<file path="config.mk">
export PLATFORM = sky130hd
export DESIGN_NAME = spi_arb_flat
export DESIGN_NICKNAME = d
export VERILOG_FILES = /design/src/rtl/spi_pkg.sv /design/src/rtl/spi_arb_if.sv /design/src/rtl/rr_arb2.sv /design/src/rtl/spi_arb.sv /design/src/flat_wrapper.sv
export SDC_FILE = /design/constraint.sdc
export NUM_CORES = 1
export LEC_CHECK = 0
export ABC_AREA = 1
export BUFFER_PORTS_ARGS = -buffer_cell sky130_fd_sc_hd__buf_2
export CAP_MARGIN = 0
export CORE_ASPECT_RATIO = 2
export CORE_MARGIN = 1
export CORE_UTILIZATION = 43
export CTS_CLUSTER_SIZE = 30
export DETAILED_ROUTE_END_ITERATION = 16
export HOLD_SLACK_MARGIN = 0.12
export MAX_ROUTING_LAYER = met4
export PLACE_DENSITY = 0.82
export SYNTH_ARGS = -nofsm -noshare
export SYNTH_HDL_FRONTEND = slang
export SYNTH_SLANG_ARGS = --single-unit
</file>
<file path="constraint.sdc">
create_clock -name clk -period 1.55 [get_ports clk]
set_input_delay 0.0775 -clock clk [delete_from_list [all_inputs] [get_ports clk]]
set_output_delay 0.0775 -clock clk [all_outputs]
set_load 0.01 [all_outputs]
</file>
<file path="src/rtl/spi_pkg.sv">
// ---------------------------------------------------------------------------
// spi_pkg -- shared definitions for the two-requester SPI command arbiter.
//   DEF_A_WIDTH / DEF_D_WIDTH : default address / data widths
//   RW_WRITE / RW_READ        : r_w encodings expected by the SPI master
//   state_t                   : arbiter FSM states
// ---------------------------------------------------------------------------
package spi_pkg;

  localparam int DEF_A_WIDTH = 16;
  localparam int DEF_D_WIDTH = 8;

  localparam logic [1:0] RW_WRITE = 2'b00;
  localparam logic [1:0] RW_READ  = 2'b11;

  typedef enum logic [1:0] {
    IDLE = 2'd0,
    BUSY = 2'd1,
    DONE = 2'd2
  } state_t;

endpackage

</file>
<file path="src/rtl/spi_arb_if.sv">
// ---------------------------------------------------------------------------
// spi_arb_if -- all handshake/bus signals around the arbiter.
//   Requester side : req0/1, rw0/1, addr0/1, wdata0/1 (to arbiter)
//                    gnt0/1, done0/1, rdata0/1, err   (from arbiter)
//   SPI side       : m_start, m_r_w, m_w_addr, m_w_data, m_r_addr (to master)
//                    m_r_data, m_done                           (from master)
//   modport slave  : the arbiter's view
//   modport master : the environment's view (requesters + SPI master)
// ---------------------------------------------------------------------------
interface spi_arb_if
  import spi_pkg::*;
#(
  parameter int A_WIDTH = DEF_A_WIDTH,
  parameter int D_WIDTH = DEF_D_WIDTH
) ();

  logic               req0,   req1;
  logic               rw0,    rw1;
  logic [A_WIDTH-1:0] addr0,  addr1;
  logic [D_WIDTH-1:0] wdata0, wdata1;
  logic               gnt0,   gnt1;
  logic               done0,  done1;
  logic [D_WIDTH-1:0] rdata0, rdata1;
  logic               err;

  logic               m_start;
  logic [1:0]         m_r_w;
  logic [A_WIDTH-1:0] m_w_addr;
  logic [D_WIDTH-1:0] m_w_data;
  logic [A_WIDTH-1:0] m_r_addr;
  logic [D_WIDTH-1:0] m_r_data;
  logic               m_done;

  modport slave (
    input  req0, req1, rw0, rw1, addr0, addr1, wdata0, wdata1,
    input  m_r_data, m_done,
    output gnt0, gnt1, done0, done1, rdata0, rdata1, err,
    output m_start, m_r_w, m_w_addr, m_w_data, m_r_addr
  );

  modport master (
    output req0, req1, rw0, rw1, addr0, addr1, wdata0, wdata1,
    output m_r_data, m_done,
    input  gnt0, gnt1, done0, done1, rdata0, rdata1, err,
    input  m_start, m_r_w, m_w_addr, m_w_data, m_r_addr
  );

endinterface

</file>
<file path="src/rtl/rr_arb2.sv">
// ---------------------------------------------------------------------------
// rr_arb2 -- combinational 2-way round-robin selector.
//   req[1:0] : pending requests
//   ptr      : favoured requester when both request (0 or 1)
//   advance  : selection enable; grant is all-zero while low
//   grant    : one-hot winner
// ---------------------------------------------------------------------------
module rr_arb2 (
  input  logic [1:0] req,
  input  logic       ptr,
  input  logic       advance,
  output logic [1:0] grant
);

  // NOTE: every combinational output gets a default first, so no path
  // through the block leaves it unassigned and no latch is inferred.
  always_comb begin
    grant = 2'b00;
    if (advance) begin
      case (req)
        2'b01:   grant = 2'b01;
        2'b10:   grant = 2'b10;
        2'b11:   grant = ptr ? 2'b10 : 2'b01;
        default: grant = 2'b00;
      endcase
    end
  end

endmodule

</file>
<file path="src/rtl/spi_arb.sv">
// ---------------------------------------------------------------------------
// spi_arb -- arbitrates two requesters onto one SPI master command port.
//   clk : single clock, rising edge
//   rst : asynchronous, active-low reset
//   bus : spi_arb_if.slave (requester handshakes + SPI master parallel side)
// One command is in flight at a time: IDLE picks a winner and latches its
// command, BUSY drives the SPI master until m_done or timeout, DONE reports
// completion for one cycle.
// ---------------------------------------------------------------------------
module spi_arb
  import spi_pkg::*;
#(
  parameter int A_WIDTH = DEF_A_WIDTH,
  parameter int D_WIDTH = DEF_D_WIDTH,
  parameter int TIMEOUT = 255
) (
  input logic      clk,
  input logic      rst,
  spi_arb_if.slave bus
);

  localparam int            CW     = $clog2(TIMEOUT + 1);
  // Counter value during the last permitted BUSY cycle; it is 0 on the first.
  localparam logic [CW-1:0] C_LAST = CW'(TIMEOUT - 1);
  localparam logic [CW-1:0] C_MAX  = CW'(TIMEOUT);

  state_t             r_state, w_state_nxt;
  logic               r_ptr;      // requester favoured on contention
  logic               r_owner;    // requester owning the current command
  logic               r_is_read;
  logic [CW-1:0]      r_cnt;      // BUSY cycles elapsed, saturating

  logic [1:0]         w_grant;
  logic               w_accept, w_finish, w_abort;
  logic               w_sel_rw;
  logic [A_WIDTH-1:0] w_sel_addr;
  logic [D_WIDTH-1:0] w_sel_wdata;

  // Requests are only looked at in IDLE, so late or dropped requests in
  // BUSY/DONE can neither be granted nor disturb the latched command.
  rr_arb2 u_rr (
    .req     ({bus.req1, bus.req0}),
    .ptr     (r_ptr),
    .advance (r_state == IDLE),
    .grant   (w_grant)
  );

  assign w_sel_rw    = w_grant[1] ? bus.rw1    : bus.rw0;
  assign w_sel_addr  = w_grant[1] ? bus.addr1  : bus.addr0;
  assign w_sel_wdata = w_grant[1] ? bus.wdata1 : bus.wdata0;

  // NOTE: sequential state uses non-blocking assignments so every register
  // samples pre-edge values regardless of statement order.
  always_ff @(posedge clk or negedge rst) begin
    if (!rst) r_state <= IDLE;
    else      r_state <= w_state_nxt;
  end

  always_comb begin
    w_state_nxt = r_state;
    w_accept    = 1'b0;
    w_finish    = 1'b0;
    w_abort     = 1'b0;
    case (r_state)
      IDLE: begin
        if (|w_grant) begin
          w_accept    = 1'b1;
          w_state_nxt = BUSY;
        end
      end
      BUSY: begin
        // m_done wins over a timeout landing on the same cycle.
        if (bus.m_done) begin
          w_finish    = 1'b1;
          w_state_nxt = DONE;
        end else if (r_cnt == C_LAST) begin
          w_abort     = 1'b1;
          w_state_nxt = DONE;
        end
      end
      DONE:    w_state_nxt = IDLE;
      default: w_state_nxt = IDLE;
    endcase
  end

  // NOTE: rdata0/rdata1 are reset along with the rest of the outputs; they
  // are two registers, not a memory array, so the reset costs nothing.
  always_ff @(posedge clk or negedge rst) begin
    if (!rst) begin
      r_ptr        <= 1'b0;
      r_owner      <= 1'b0;
      r_is_read    <= 1'b0;
      r_cnt        <= '0;
      bus.gnt0     <= 1'b0;
      bus.gnt1     <= 1'b0;
      bus.done0    <= 1'b0;
      bus.done1    <= 1'b0;
      bus.err      <= 1'b0;
      bus.rdata0   <= '0;
      bus.rdata1   <= '0;
      bus.m_start  <= 1'b0;
      bus.m_r_w    <= RW_WRITE;
      bus.m_w_addr <= '0;
      bus.m_w_data <= '0;
      bus.m_r_addr <= '0;
    end else begin
      // Handshake outputs are single-cycle pulses.
      bus.gnt0  <= 1'b0;
      bus.gnt1  <= 1'b0;
      bus.done0 <= 1'b0;
      bus.done1 <= 1'b0;
      bus.err   <= 1'b0;

      if (w_accept) begin
        bus.gnt0    <= w_grant[0];
        bus.gnt1    <= w_grant[1];
        r_owner     <= w_grant[1];
        r_is_read   <= w_sel_rw;
        r_cnt       <= '0;
        bus.m_start <= 1'b1;
        // Unused command fields are driven to zero for the whole transaction.
        if (w_sel_rw) begin
          bus.m_r_w    <= RW_READ;
          bus.m_r_addr <= w_sel_addr;
          bus.m_w_addr <= '0;
          bus.m_w_data <= '0;
        end else begin
          bus.m_r_w    <= RW_WRITE;
          bus.m_r_addr <= '0;
          bus.m_w_addr <= w_sel_addr;
          bus.m_w_data <= w_sel_wdata;
        end
      end else if (r_state == BUSY && r_cnt != C_MAX) begin
        r_cnt <= r_cnt + 1'b1;
      end

      if (w_finish || w_abort) begin
        bus.m_start <= 1'b0;
        bus.done0   <= ~r_owner;
        bus.done1   <= r_owner;
        bus.err     <= w_abort;
        r_ptr       <= ~r_owner;
        if (w_finish && r_is_read) begin
          if (r_owner) bus.rdata1 <= bus.m_r_data;
          else         bus.rdata0 <= bus.m_r_data;
        end
      end
    end
  end

endmodule

</file>
<file path="src/flat_wrapper.sv">
// flat-port wrapper written by rule: the top's interface ports become plain ports
module spi_arb_flat import spi_pkg::*;
#(
  parameter int A_WIDTH = DEF_A_WIDTH,
  parameter int D_WIDTH = DEF_D_WIDTH,
  parameter int TIMEOUT = 255
)
  (clk, rst, bus_req0, bus_req1, bus_rw0, bus_rw1, bus_addr0, bus_addr1, bus_wdata0, bus_wdata1, bus_m_r_data, bus_m_done, bus_gnt0, bus_gnt1, bus_done0, bus_done1, bus_rdata0, bus_rdata1, bus_err, bus_m_start, bus_m_r_w, bus_m_w_addr, bus_m_w_data, bus_m_r_addr);
  spi_arb_if #(.A_WIDTH(A_WIDTH), .D_WIDTH(D_WIDTH)) bus_i ();
  input logic clk;
  input logic rst;
  input wire logic [$bits(bus_i.req0)-1:0] bus_req0;
  input wire logic [$bits(bus_i.req1)-1:0] bus_req1;
  input wire logic [$bits(bus_i.rw0)-1:0] bus_rw0;
  input wire logic [$bits(bus_i.rw1)-1:0] bus_rw1;
  input wire logic [$bits(bus_i.addr0)-1:0] bus_addr0;
  input wire logic [$bits(bus_i.addr1)-1:0] bus_addr1;
  input wire logic [$bits(bus_i.wdata0)-1:0] bus_wdata0;
  input wire logic [$bits(bus_i.wdata1)-1:0] bus_wdata1;
  input wire logic [$bits(bus_i.m_r_data)-1:0] bus_m_r_data;
  input wire logic [$bits(bus_i.m_done)-1:0] bus_m_done;
  output wire logic [$bits(bus_i.gnt0)-1:0] bus_gnt0;
  output wire logic [$bits(bus_i.gnt1)-1:0] bus_gnt1;
  output wire logic [$bits(bus_i.done0)-1:0] bus_done0;
  output wire logic [$bits(bus_i.done1)-1:0] bus_done1;
  output wire logic [$bits(bus_i.rdata0)-1:0] bus_rdata0;
  output wire logic [$bits(bus_i.rdata1)-1:0] bus_rdata1;
  output wire logic [$bits(bus_i.err)-1:0] bus_err;
  output wire logic [$bits(bus_i.m_start)-1:0] bus_m_start;
  output wire logic [$bits(bus_i.m_r_w)-1:0] bus_m_r_w;
  output wire logic [$bits(bus_i.m_w_addr)-1:0] bus_m_w_addr;
  output wire logic [$bits(bus_i.m_w_data)-1:0] bus_m_w_data;
  output wire logic [$bits(bus_i.m_r_addr)-1:0] bus_m_r_addr;
  assign bus_i.req0 = bus_req0;
  assign bus_i.req1 = bus_req1;
  assign bus_i.rw0 = bus_rw0;
  assign bus_i.rw1 = bus_rw1;
  assign bus_i.addr0 = bus_addr0;
  assign bus_i.addr1 = bus_addr1;
  assign bus_i.wdata0 = bus_wdata0;
  assign bus_i.wdata1 = bus_wdata1;
  assign bus_i.m_r_data = bus_m_r_data;
  assign bus_i.m_done = bus_m_done;
  assign bus_gnt0 = bus_i.gnt0;
  assign bus_gnt1 = bus_i.gnt1;
  assign bus_done0 = bus_i.done0;
  assign bus_done1 = bus_i.done1;
  assign bus_rdata0 = bus_i.rdata0;
  assign bus_rdata1 = bus_i.rdata1;
  assign bus_err = bus_i.err;
  assign bus_m_start = bus_i.m_start;
  assign bus_m_r_w = bus_i.m_r_w;
  assign bus_m_w_addr = bus_i.m_w_addr;
  assign bus_m_w_data = bus_i.m_w_data;
  assign bus_m_r_addr = bus_i.m_r_addr;
  spi_arb #(.A_WIDTH(A_WIDTH), .D_WIDTH(D_WIDTH), .TIMEOUT(TIMEOUT)) u_core (.clk(clk), .rst(rst), .bus(bus_i));
endmodule
</file>
==> flow_metrics.env <==
export IMPL_criticalPathCategory="reg2reg"
export IMPL_design_area_mm2=0.00518
export IMPL_vias_per_cell=4.88
export IMPL_worst_slew_pin_slew_ps=398
export IMPL_utilization=0.677
export IMPL_synth_cell_type_count=23
export IMPL_antenna_found_initial=0
export IMPL_report_final_slew_viol_count=0
export IMPL_synth_simple_gate_area_frac=0.338
export IMPL_synth_avg_cell_area_um2=7.97
export IMPL_grt_pass1_wl_mm=16.6
export IMPL_worstPathMaxFanout=16
export IMPL_hp_class="in2reg"
export IMPL_start_util=0.450
export IMPL_num_rows=45
export IMPL_finalCriticalPeriod_ps=1450
export IMPL_cp_end_kind="flop"
export IMPL_slowest_delay_ps=430
export IMPL_dp_cells=647
export IMPL_cts_root_buf="clkbuf_16"
export IMPL_portBuffers=126
export IMPL_nets=689
export IMPL_dieArea_mm2=0.00839
export IMPL_use_met3=0.0470
export IMPL_synth_adder_area_share=0.00726
export IMPL_worstPathCellList="nor2_4 > nand3_4 > buf_6 > nand2_2 > nand2_2 > nor2_4 > buf_12 > nand2_1 > nand2_1"
export IMPL_hpwl_mm=6.49
export IMPL_skew_ps=6.75
export IMPL_grt_usage=0.272
export IMPL_reg2reg_to="u_core.bus.m_r_addr[9]"
export IMPL_synth_top_family_by_area="simple AND/OR/NAND/NOR gates"
export IMPL_cts_buffers=9
export IMPL_r2r_cells=9
export IMPL_p_total_mw=9.78
export IMPL_grt_overflow=0
export IMPL_wl_mm=10.8
export IMPL_grt_pass1_vias=3608
export IMPL_vdd_drop_max_v=0.00108
export IMPL_cp_slowest_cell="dfrtp_2"
export IMPL_synth_cell_area_mm2=0.00344
export IMPL_arrival_ps=1730
export IMPL_worstSetupStartpointType="flop"
export IMPL_placed_area_mm2=0.00416
export IMPL_dr_pass1_iters=5
export IMPL_cts_tree="yes"
export IMPL_muxShareOfSynthArea=0
export IMPL_powerDensity_mw_per_mm2=1890
export IMPL_cp_endpoint="u_core.bus.m_r_addr[9]"
export IMPL_drt_iter0_markers=265
export IMPL_hold_violations=0
export IMPL_max_freq_mhz=687
export IMPL_core_area_mm2=0.00766
export IMPL_gp_routability_congestion=0.866
export IMPL_num_vias=3530
export IMPL_leakage_nw=2.98
export IMPL_status="completed"
export IMPL_grt_busiest_layer="met2"
export IMPL_dp_slack_ps=24.2
export IMPL_met2_usage=0.480
export IMPL_ys_seq_elements=75
export IMPL_rrSetupSlack_ps=100
export IMPL_die_w_um=65.3
export IMPL_timing_final_crit_share=0.939
export IMPL_maxCapViolations=0
export IMPL_setup_viol=0
export IMPL_ys_warn_count=0
export IMPL_instances_no_fill=724
export IMPL_insertion_delay_ps=340
export IMPL_wl_per_cell_um=14.9
export IMPL_clock_sinks=75
export IMPL_clk_pin_slew_ps=60
export IMPL_ant_nets=0
export IMPL_grt_max_degree=32
export IMPL_synth_compound_area_frac=0.0291
export IMPL_area_growth_pct=50.4
export IMPL_dieHeight_um=129
export IMPL_seq_area_frac_synth=0.545
export IMPL_fin_ws_ps=95.1
export IMPL_ioPinCount=127
export IMPL_required_ps=1820
export IMPL_synth_xor_area_share=0.00509
export IMPL_drive_gt1_frac=0.285
export IMPL_relSlewSlack=0.734
export IMPL_syn_inst=432
export IMPL_grt_use_met1=0.273
export IMPL_synth_fp_nets=497
export IMPL_crit_start="u_core.r_state[1]"
export IMPL_cts_max_level=3
export IMPL_drc=0
export IMPL_cts_buffer_depth=2
export IMPL_rr_startpoint="u_core.r_state[1]"
-- worst min path at each step --
| stage | start | end | slack, ps | depth (start not counted) |
|---|---|---|---|---|
| floorplan | rst | u_core.bus.done0 | -220 | 0 |
| global placement | rst | u_core.bus.rdata0[2] | 20 | 1 |
| detailed placement | rst | u_core.bus.rdata0[1] | 30 | 1 |
| CTS | bus_addr0[15] | u_core.bus.m_r_addr[15] | 120 | 5 |
| global route | bus_addr0[15] | u_core.bus.m_r_addr[15] | 160 | 5 |
| finish | bus_addr0[15] | u_core.bus.m_r_addr[15] | 130 | 5 |
-- what timing repair did --
| item | in CTS | in global routing |
|---|---|---|
| gates resized for setup | 0 | 11 |
| setup buffers | 0 | 1 |
| endpoints found under the setup margin | 0 | 46 |
| hold buffers | 57 | 0 |
| endpoints found under the hold margin | 132 | 0 |
-- critical path, delay by kind of cell (launching register included) --
kind / cells / cell delay, ps
buffers and inverters: 2 / 310
flip-flops: 1 / 430
AND/OR/NAND/NOR: 7 / 650
-- metrics by stage --
step                      setup TNS [ps]  hold WS [ps]
final                                  0           129
after global routing               -4.13           156
after CTS                              0           122
after detailed placement               0          29.9
after global placement                 0          24.8
after floorplan                        0          -218
-- report_power, final --
| group | switching, mW | total [mW] | internal, mW |
|---|---|---|---|
| sequential | 0.592 | 3.42 | 2.83 |
| clock | 0.767 | 2.47 | 1.70 |
| combinational | 2.37 | 3.89 | 1.52 |
| total | 3.73 | 9.78 | 6.05 |
-- layer usage --
metal | vias to the layer above | share of wire
li1 | 1687 | -
met1 | 1639 | 0.34
met3 | 38 | 0.052
met2 | 166 | 0.56
met4 | 0 | 0.044
met5 | - | 0
-- kinds of logic after synthesis --
kind of cell	Yosys count
simple gates	287
flops	75
buf+inv	46
compound gates	20
xor+xnor	2
fa+ha+maj	2
-- flip-flops by register name (all words and copies together) (netlist names), 2 cells and up --
| name | flops |
|---|---|
| u_core.bus.m_w_data | 8 |
| u_core.bus.m_r_addr | 16 |
| u_core.bus.m_w_addr | 16 |
| u_core.r_state | 2 |
| u_core.bus.rdata1 | 8 |
| u_core.bus.rdata0 | 8 |
| u_core.r_cnt | 8 |
-- layout by cell type (no fill, tap or decap), drive strengths merged, types with 2 or more instances in the layout --
| cell | netlist | layout |
|---|---|---|
| nor2 | 23 | 25 |
| bufinv | 0 | 3 |
| nand2 | 251 | 251 |
| xor2 | 2 | 2 |
| nand4 | 3 | 3 |
| inv | 29 | 29 |
| nand3 | 8 | 8 |
| ha | 2 | 2 |
| clkbuf | 0 | 12 |
| dlygate4sd3 | 0 | 57 |
| buf | 17 | 139 |
| o21ai | 19 | 19 |
| dfrtp | 75 | 75 |
-- area by class of cell --
class | instances | area [um2]
antenna | 1 | 2.50
timing repair buffer | 196 | 1350
clock inverter | 4 | 95.1
inverter | 29 | 114
sequential | 75 | 1880
clock buffer | 12 | 267
multi-input combinational | 313 | 1360
tap | 94 | 118
fill | 581 | 2480
-- cells in the mapped netlist --
cell	number	area share
o21ai_1	9	0.013
nor2_4	3	0.0098
nor2_1	18	0.020
nor2_8	1	0.0058
buf_6	7	0.023
inv_2	1	0.0011
xor2_1	2	0.0051
o21ai_0	10	0.015
nor3_1	1	0.0015
or2_2	1	0.0018
nand4_1	3	0.0054
nand2_1	243	0.26
nand2_2	8	0.015
ha_1	2	0.0073
buf_2	2	0.0029
nand3_2	1	0.0029
buf_4	8	0.017
inv_4	1	0.0018
nand3_1	7	0.010
a21oi_1	1	0.0015
dfrtp_1	75	0.54
nor2_2	1	0.0018
inv_1	27	0.029
(Power assumes the default switching activity.)
